<file path="config.mk">
export PLATFORM = sky130hd
export DESIGN_NAME = can_crc_field_ctrl
export DESIGN_NICKNAME = d
export VERILOG_FILES = /design/src/rtl/can_crc_field_ctrl.sv
export SDC_FILE = /design/constraint.sdc
export NUM_CORES = 1
export LEC_CHECK = 0
export ABC_AREA = 1
export CORE_UTILIZATION = 35
export CTS_CLUSTER_DIAMETER = 80
export DETAILED_ROUTE_END_ITERATION = 6
export PLACE_DENSITY = 0.83
export SETUP_SLACK_MARGIN = 0.05
export SYNTH_ARGS = -nofsm -noshare
export SYNTH_HDL_FRONTEND = slang
export SYNTH_SLANG_ARGS = --single-unit
export TNS_END_PERCENT = 1
</file>
<file path="constraint.sdc">
create_clock -name clk -period 1.5 [get_ports clk]
set_clock_uncertainty 0.1 [all_clocks]
set_input_delay 0.225 -clock clk [delete_from_list [all_inputs] [get_ports clk]]
set_output_delay 0.225 -clock clk [all_outputs]
set_load 0.01 [all_outputs]
</file>
<file path="src/rtl/can_crc_field_ctrl.sv">
// CAN FD CRC field sequencer: steers the CRC destuff stage across the CRC sequence
// and reports whether the received CRC matches the locally computed one.
module can_crc_field_ctrl (
    input  logic        clk,
    input  logic        rst,
    input  logic        sample_i,
    input  logic        rx_bit_i,
    input  logic        crc_start_i,
    input  logic        crc21_sel_i,
    input  logic        abort_i,
    input  logic [16:0] calc_crc_17_i,
    input  logic [20:0] calc_crc_21_i,
    input  logic [16:0] rx_crc_17_i,
    input  logic [20:0] rx_crc_21_i,
    input  logic        stuff_err_i,
    output logic        destuff_en_o,
    output logic        destuff_data_o,
    output logic        destuff_prev_o,
    output logic [8:0]  bit_cnt_o,
    output logic        busy_o,
    output logic        crc_done_o,
    output logic        crc_ok_o,
    output logic        crc_err_o,
    output logic        stuff_err_o
);

    typedef enum logic [1:0] {
        S_IDLE  = 2'd0,
        S_RUN   = 2'd1,
        S_CHECK = 2'd2
    } state_t;

    state_t     r_state;
    logic [8:0] r_bitCnt;
    logic       r_sel21;
    logic       r_prev;
    logic       r_done;
    logic       r_ok;
    logic       r_err;
    logic       r_stuffErr;

    logic       w_en;
    logic [8:0] w_lastIdx;
    logic       w_crcEq;

    // A field may only start from IDLE on a start strobe; inside RUN every sample is forwarded.
    assign w_en = sample_i & ~abort_i &
                  (((r_state == S_IDLE) & crc_start_i) | (r_state == S_RUN));

    assign w_lastIdx = r_sel21 ? 9'd26 : 9'd21;
    assign w_crcEq   = r_sel21 ? (rx_crc_21_i == calc_crc_21_i)
                               : (rx_crc_17_i == calc_crc_17_i);

    always_ff @(posedge clk or posedge rst) begin
        if (rst) begin
            r_state    <= S_IDLE;
            r_bitCnt   <= 9'd0;
            r_sel21    <= 1'b0;
            r_prev     <= 1'b0;
            r_done     <= 1'b0;
            r_ok       <= 1'b0;
            r_err      <= 1'b0;
            r_stuffErr <= 1'b0;
        end else begin
            r_done     <= 1'b0;
            r_err      <= 1'b0;
            r_stuffErr <= 1'b0;
            if (sample_i) begin
                r_prev <= rx_bit_i;
            end
            if (abort_i) begin
                r_state  <= S_IDLE;
                r_bitCnt <= 9'd0;
                r_ok     <= 1'b0;
            end else begin
                case (r_state)
                    S_IDLE: begin
                        if (w_en) begin
                            r_ok <= 1'b0;
                            if (stuff_err_i) begin
                                r_stuffErr <= 1'b1;
                            end else begin
                                r_state  <= S_RUN;
                                r_sel21  <= crc21_sel_i;
                                r_bitCnt <= 9'd1;
                            end
                        end
                    end
                    S_RUN: begin
                        if (w_en) begin
                            if (stuff_err_i) begin
                                r_stuffErr <= 1'b1;
                                r_state    <= S_IDLE;
                                r_bitCnt   <= 9'd0;
                            end else if (r_bitCnt == w_lastIdx) begin
                                r_state  <= S_CHECK;
                                r_bitCnt <= 9'd0;
                            end else begin
                                r_bitCnt <= r_bitCnt + 9'd1;
                            end
                        end
                    end
                    // One settle cycle so the destuffer's CRC register holds its final value.
                    S_CHECK: begin
                        r_done  <= 1'b1;
                        r_ok    <= w_crcEq;
                        r_err   <= ~w_crcEq;
                        r_state <= S_IDLE;
                    end
                    default: begin
                        r_state  <= S_IDLE;
                        r_bitCnt <= 9'd0;
                    end
                endcase
            end
        end
    end

    assign destuff_en_o   = w_en;
    assign destuff_data_o = rx_bit_i;
    assign destuff_prev_o = r_prev;
    assign bit_cnt_o      = r_bitCnt;
    assign busy_o         = (r_state != S_IDLE);
    assign crc_done_o     = r_done;
    assign crc_ok_o       = r_ok;
    assign crc_err_o      = r_err;
    assign stuff_err_o    = r_stuffErr;

endmodule

</file>
==> metrics.cfg, run 1 <==
[status]
outcome = finished, violations left
violations = negative setup slack

[yosys]
synthTopCellsByArea = nand2_1, dfrtp_1, inv_1, nor2_1, nand3_1
yosysUniqueCellTypes = 24
yosysWarnings = 0
synthesis.area_mm2 = 0.001722
async_flop_share_pct = 100.0
avgSynthCellArea_um2 = 5.397
synthTopCellsByCount = nand2_1, inv_1, nor2_1, dfrtp_1, nand3_1
synth_edf_count = 0
yosysTopAreaCellShare_pct = 24.85
yosysSeqAreaShare_pct = 24.71
synth_flop_cell = dfrtp_1
netlist_instances = 319
yosysMostFrequentCell = nand2_1
ys_ff_latch = 17
synth_top_area_cell = nand2_1
synth_nets = 404

[pwr]
combPwrFrac_pct = 41.5
clock_power_share_pct = 24.3
p_sw_uw = 420.7
ir_worst_vdd_mv = 0.4566
power_frac_seq_pct = 34.2
p_total_mw = 1.434
powerDensity_mw_per_mm2 = 450.3
internal_power_mw = 1.013
p_leak_nw = 1.777
swShare_pct = 29.34

[sta]
fin_crit_sh_pct = 105.0
setup_viol = 5
relSlewSlack_pct = 78.99
slew_viol_final = 0
rsz0062_at_grt = true
finalSetupTns_ns = -0.1757
max_freq_mhz = 635.2
hold_violations = 0
setup_slack_ns = -0.07438
period_minus_slack_ns = 1.574
worst_pin_slew_ns = 0.3142

[drt]
first_iter_violations = 48
vias_per_cell = 4.494
dr.pass1.iters = 4
drcViolationCount = 0
postRouteAntennaNets = 0
wirelength_um = 5620
wl_per_cell_um = 10.85
routed-via-count = 2328

[critical_path]
end_kind = flip-flop
worst_setup_path_start_kind = flip-flop
rrSetupSlack_ns = -0.07
crit_path_start = bit_cnt_o[0]$_DFFE_PP0P_
ff2ff_path_depth = 9
reg2reg_to = bit_cnt_o[8]$_DFFE_PP0P_
crit_required_ns = 1.54
path_max_fanout = 3
criticalPathCategory = flip-flop to flip-flop
timing.rr.start = bit_cnt_o[0]$_DFFE_PP0P_
crit_path_end = bit_cnt_o[8]$_DFFE_PP0P_
cp_data_arrival_time_ns = 1.62

[grt]
grt_pass1_vias = 2173
grt_use_total_pct = 20.11
grt_overflow = 0
grt_max_degree = 18
grt_antenna_before_repair = 0
grt_pass1_wl_um = 8473

[cts]
cts_buffers = 3
root_buffer = clkbuf_8
path_clk_slew_ns = 0.07
clk_path_buf_depth = 2
h-tree-depth = 1
clock_sinks = 17
cts_tree = built
worst_skew_pair.late_latency_ns = 0.25

[flow_run]
maxCapViolCount = 0

[placed_design]
hpwlAfterDp_um = 4344
place.gp.congestion = 0.9170
port-buffer-count = 100

[layout]
areaGrowthSynthToFinish_pct = 84.96
nets = 537
drive_gt1_share_pct = 17.29
antennaDiodeCount = 0

[floorplan]
rows = 25
die_w_um = 72.14
die_h_um = 72.14
dieArea_mm2 = 0.005203
ios = 101
design.core.area_mm2 = 0.004723
start_util_pct = 36.45

[hold_path]
hp-class = input port to async pin

==> power by group through the flow <==
stage / clock [mW] / sequential (mW) / combinational, mW
6_report: 0.348 / 0.490 / 0.596
4_1_cts: 0.341 / 0.491 / 0.556
3_3_place_gp: 0 / 0.499 / 0.540
3_5_place_dp: 0 / 0.500 / 0.554
5_1_grt: 0.372 / 0.492 / 0.664
2_1_floorplan: 0 / 0.502 / 0.211
==> routing by layer <==
layer	global-route usage (%)	share of wire, %	vias up
li1	-	-	1214
met1	21.03	39	1022
met2	39.77	52	74
met3	2.222	5.8	18
met4	8.932	3.3	0
met5	0	0	-
==> area by class of cell <==
cell class              instances  area, um2
repair buffers                129       1224
fillers                       409       1539
inverters                      76      296.5
well taps                      67      83.83
multi-input cells             225       1105
clock inverters                 1      5.005
flip-flops and latches         17      429.2
clock buffers                   3      41.29
==> critical path: stages (launching register included) <==
cell and delay, ns:
dfrtp_2 0.43, ha_4 0.16, nand2_2 0.05, inv_2 0.06, nand2_2 0.06, nor2_4 0.13
nand2_2 0.08, o21a_1 0.17, o21ai_1 0.15, nand2_1 0.07
==> logic make-up (layout without fill, tap and decap cells) <==
family	after synthesis	after routing	synth area share [%]
compound gates	19	19	5.814
xor+xnor	4	4	2.035
fa+ha+maj	1	1	0.7266
buf+inv	77	209	17.30
flops	17	17	24.71
mux	1	1	0.6540
simple gates	200	200	48.76
==> how the worst min path moves through the flow <==
| stage | to | startpoint | slack [ns] | cells after the start |
|---|---|---|---|---|
| floorplan | bit_cnt_o[2]$_DFFE_PP0P_ | rst | 0.05 | 1 |
| global placement | crc_ok_o$_DFFE_PP0P_ | crc_ok_o$_DFFE_PP0P_ | 0.37 | 2 |
| detailed placement | crc_ok_o$_DFFE_PP0P_ | crc_ok_o$_DFFE_PP0P_ | 0.37 | 2 |
| CTS | bit_cnt_o[2]$_DFFE_PP0P_ | rst | 0.20 | 3 |
| global route | bit_cnt_o[6]$_DFFE_PP0P_ | rst | 0.24 | 3 |
| finish | bit_cnt_o[6]$_DFFE_PP0P_ | rst | 0.19 | 3 |
==> stage by stage <==
step	hold WS [ns]	instances	setup slack, ns	area (um2)	util [%]
after floorplan	0.05093	319	0.03095	1737	-
after global placement	0.3676	507	-0.3560	2979	63.07
after detailed placement	0.3726	507	-0.3871	2979	63.07
after CTS	0.2013	511	-0.1020	3034	64.24
after global routing	0.2362	518	-0.1348	3184	67.42
final	0.1890	518	-0.07438	3184	67.42
==> registers in the layout, indices dropped and copies added, names as in the netlist <==
name / flops
destuff_prev_o: 1
r_sel21: 1
crc_err_o: 1
stuff_err_o: 1
crc_done_o: 1
crc_ok_o: 1
bit_cnt_o: 9
r_state: 2
==> placed cells by master, fill, tap and decap left out, types with 3 or more instances in the layout <==
cell,count
a21oi_1,4
buf_4,25
buf_6,3
clkbuf_8,3
clkdlybuf4s50_1,82
dfrtp_1,14
dfrtp_2,3
dlygate4sd2_1,13
dlymetal6s2s_1,3
inv_1,70
inv_2,3
nand2_1,106
nand2_2,9
nand3_1,9
nand3_2,4
nand4_1,7
nor2_1,45
nor2_2,4
nor2_4,4
nor3_1,3
o21ai_0,7
o21ai_1,4
or2_2,4
xnor2_1,4
==> repair_timing <==
action,in CTS,in global routing
hold buffers,0,0
gates resized for setup,28,30
pin swaps,0,16
setup endpoints to repair,27,18
setup buffers,0,7
Note: power is estimated with default switching activity, not from simulation.
==> run 2, diff against run 1 <==
--- a/config.mk
+++ b/config.mk
@@ -6,6 +6,7 @@
 export NUM_CORES = 1
 export LEC_CHECK = 0
 export ABC_AREA = 1
+export CAP_MARGIN = 20
 export CORE_UTILIZATION = 35
 export CTS_CLUSTER_DIAMETER = 80
 export DETAILED_ROUTE_END_ITERATION = 6
==> results of run 2 <==
Final layout, timing and power as in run 1 (identical DEF).
==> run 3, diff against run 2 <==
--- a/config.mk
+++ b/config.mk
@@ -7,10 +7,10 @@
 export LEC_CHECK = 0
 export ABC_AREA = 1
 export CAP_MARGIN = 20
-export CORE_UTILIZATION = 35
+export CORE_UTILIZATION = 38
 export CTS_CLUSTER_DIAMETER = 80
 export DETAILED_ROUTE_END_ITERATION = 6
-export PLACE_DENSITY = 0.83
+export PLACE_DENSITY = 0.86
 export SETUP_SLACK_MARGIN = 0.05
 export SYNTH_ARGS = -nofsm -noshare
 export SYNTH_HDL_FRONTEND = slang
==> constraint.sdc (replaced) <==
create_clock -name clk -period 1.81 [get_ports clk]
set_clock_uncertainty 0.1 [all_clocks]
set_input_delay 0.2715 -clock clk [delete_from_list [all_inputs] [get_ports clk]]
set_output_delay 0.2715 -clock clk [all_outputs]
set_load 0.01 [all_outputs]
==> metrics.cfg, run 3 (synthesized netlist as in run 1, its figures left out) <==
[critical_path]
path_max_fanout = 5
crit_path_start = r_state[0]$_DFFE_PP0P_
rrSetupSlack_ns = 0.26
worst_setup_path_start_kind = flip-flop
criticalPathCategory = flip-flop to output port
ff2ff_path_depth = 10
cp_data_arrival_time_ns = 1.32
crit_required_ns = 1.44
end_kind = output port
timing.rr.start = r_state[1]$_DFFE_PP0P_
crit_path_end = busy_o
reg2reg_to = bit_cnt_o[4]$_DFFE_PP0P_

[drt]
drcViolationCount = 1
dr.pass1.iters = 6
vias_per_cell = 4.570
first_iter_violations = 80
wirelength_um = 5065
routed-via-count = 2221
wl_per_cell_um = 10.42
postRouteAntennaNets = 0

[floorplan]
die_w_um = 69.31
die_h_um = 69.31
dieArea_mm2 = 0.004804
ios = 101
start_util_pct = 39.54
rows = 24
design.core.area_mm2 = 0.004354

[grt]
grt_antenna_before_repair = 0
grt_pass1_vias = 2200
grt_use_total_pct = 22.50
grt_overflow = 0
grt_max_degree = 18
grt_pass1_wl_um = 8976

[cts]
root_buffer = clkbuf_8
cts_setup_buffers = 0
h-tree-depth = 1
clock_sinks = 17
worst_skew_pair.late_latency_ns = 0.25
clk_path_buf_depth = 2
cts_tree = built
cts_buffers = 3
path_clk_slew_ns = 0.07

[pwr]
powerDensity_mw_per_mm2 = 390.0
p_leak_nw = 1.573
p_total_mw = 1.137
ir_worst_vdd_mv = 0.5453

[layout]
antennaDiodeCount = 0
largest_reg_flops = 9
final_common_cell = nand2_1
nFillCells = 397
fin_util_pct = 66.98
areaGrowthSynthToFinish_pct = 69.40
mostFrequentLayoutCells = nand2_1, clkdlybuf4s50_1, inv_1
drive_gt1_share_pct = 7.373
nets = 520
fin_area_mm2 = 0.002917

[status]
outcome = finished, violations left
violations = design-rule violations

[placed_design]
pre_cts_slack_ns = -0.1684
hpwlAfterDp_um = 4377
port-buffer-count = 100
dpl_cell_area_mm2 = 0.002870
place.gp.congestion = 0.9058

[hold_path]
hp-class = input port to async pin

[sta]
relSlewSlack_pct = 78.70
worst_pin_slew_ns = 0.3183
period_minus_slack_ns = 1.691
fin_crit_sh_pct = 93.43
max_freq_mhz = 591.4
setup_viol = 0
hold_violations = 0
slew_viol_final = 0
setup_slack_ns = 0.1190
holdWs_ns = 0.2328
rsz0062_at_grt = false

[flow_run]
maxCapViolCount = 0

-- run 3: changes by cell type in the layout (fill, tap and decap cells not counted), sizes merged --
cell / before / now
buf: 30 / 12
dlygate4sd2: 13 / 2
clkinvlp: 1 / 0
clkinv: 1 / 0
clkdlybuf4s50: 82 / 97
dlymetal6s2s: 3 / 1
inv: 75 / 76
-- run 3: report_power, final --
group	internal, mW	switching, mW	total [mW]
combinational	0.266	0.184	0.450
sequential	0.393	0.00801	0.401
clock	0.156	0.130	0.286
total	0.816	0.322	1.14
-- run 3: routing by layer --
layer / routed length, um / vias to the layer above / share of wire (%) / GRT usage (%)
met5: 0 / - / 0 / 0
met4: 80 / 0 / 1.6 / 5.669
met3: 297 / 12 / 5.9 / 4.360
met2: 2624 / 84 / 52 / 42.61
met1: 2063 / 945 / 41 / 25.48
li1: - / 1180 / - / -
-- run 3: worst max-delay path, cell delays in order (launching register included) --
cell and delay (ns):
dfrtp_2 0.45, or2_2 0.33, dlygate4sd2_1 0.29
-- run 3: how the worst min path moves through the flow --
stage / startpoint / endpoint / slack (ns) / depth (start not counted)
floorplan: rst / bit_cnt_o[0]$_DFFE_PP0P_ / 0.1 / 1
global placement: crc_ok_o$_DFFE_PP0P_ / crc_ok_o$_DFFE_PP0P_ / 0.37 / 2
detailed placement: crc_ok_o$_DFFE_PP0P_ / crc_ok_o$_DFFE_PP0P_ / 0.37 / 2
CTS: rst / crc_ok_o$_DFFE_PP0P_ / 0.24 / 3
global route: rst / r_sel21$_DFFE_PP0P_ / 0.29 / 3
finish: rst / r_state[1]$_DFFE_PP0P_ / 0.23 / 3
-- run 3: through the flow --
stage	instances	setup TNS (ns)
after floorplan	319	0
after global placement	482	-0.2120
after detailed placement	482	-0.2972
after CTS	486	0
after global routing	486	0
final	486	0
-- run 3: what timing repair did --
item,4_1_cts,5_1_grt
resized for setup,3,1
endpoints found under the setup margin,2,1
hold buffers,0,0
gates cloned,0,0
pin swaps,0,1
-- run 3: area by class of cell --
| cell class | instances | area [um2] | area share, % |
|---|---|---|---|
| Timing Repair Buffer | 112 | 1091 | 37.41 |
| Multi-Input combinational cell | 225 | 998.5 | 34.23 |
| Sequential cell | 17 | 426.7 | 14.63 |
| Inverter | 76 | 290.3 | 9.953 |
| Tap cell | 52 | 65.06 | 2.231 |
| Clock buffer | 4 | 45.04 | 1.544 |
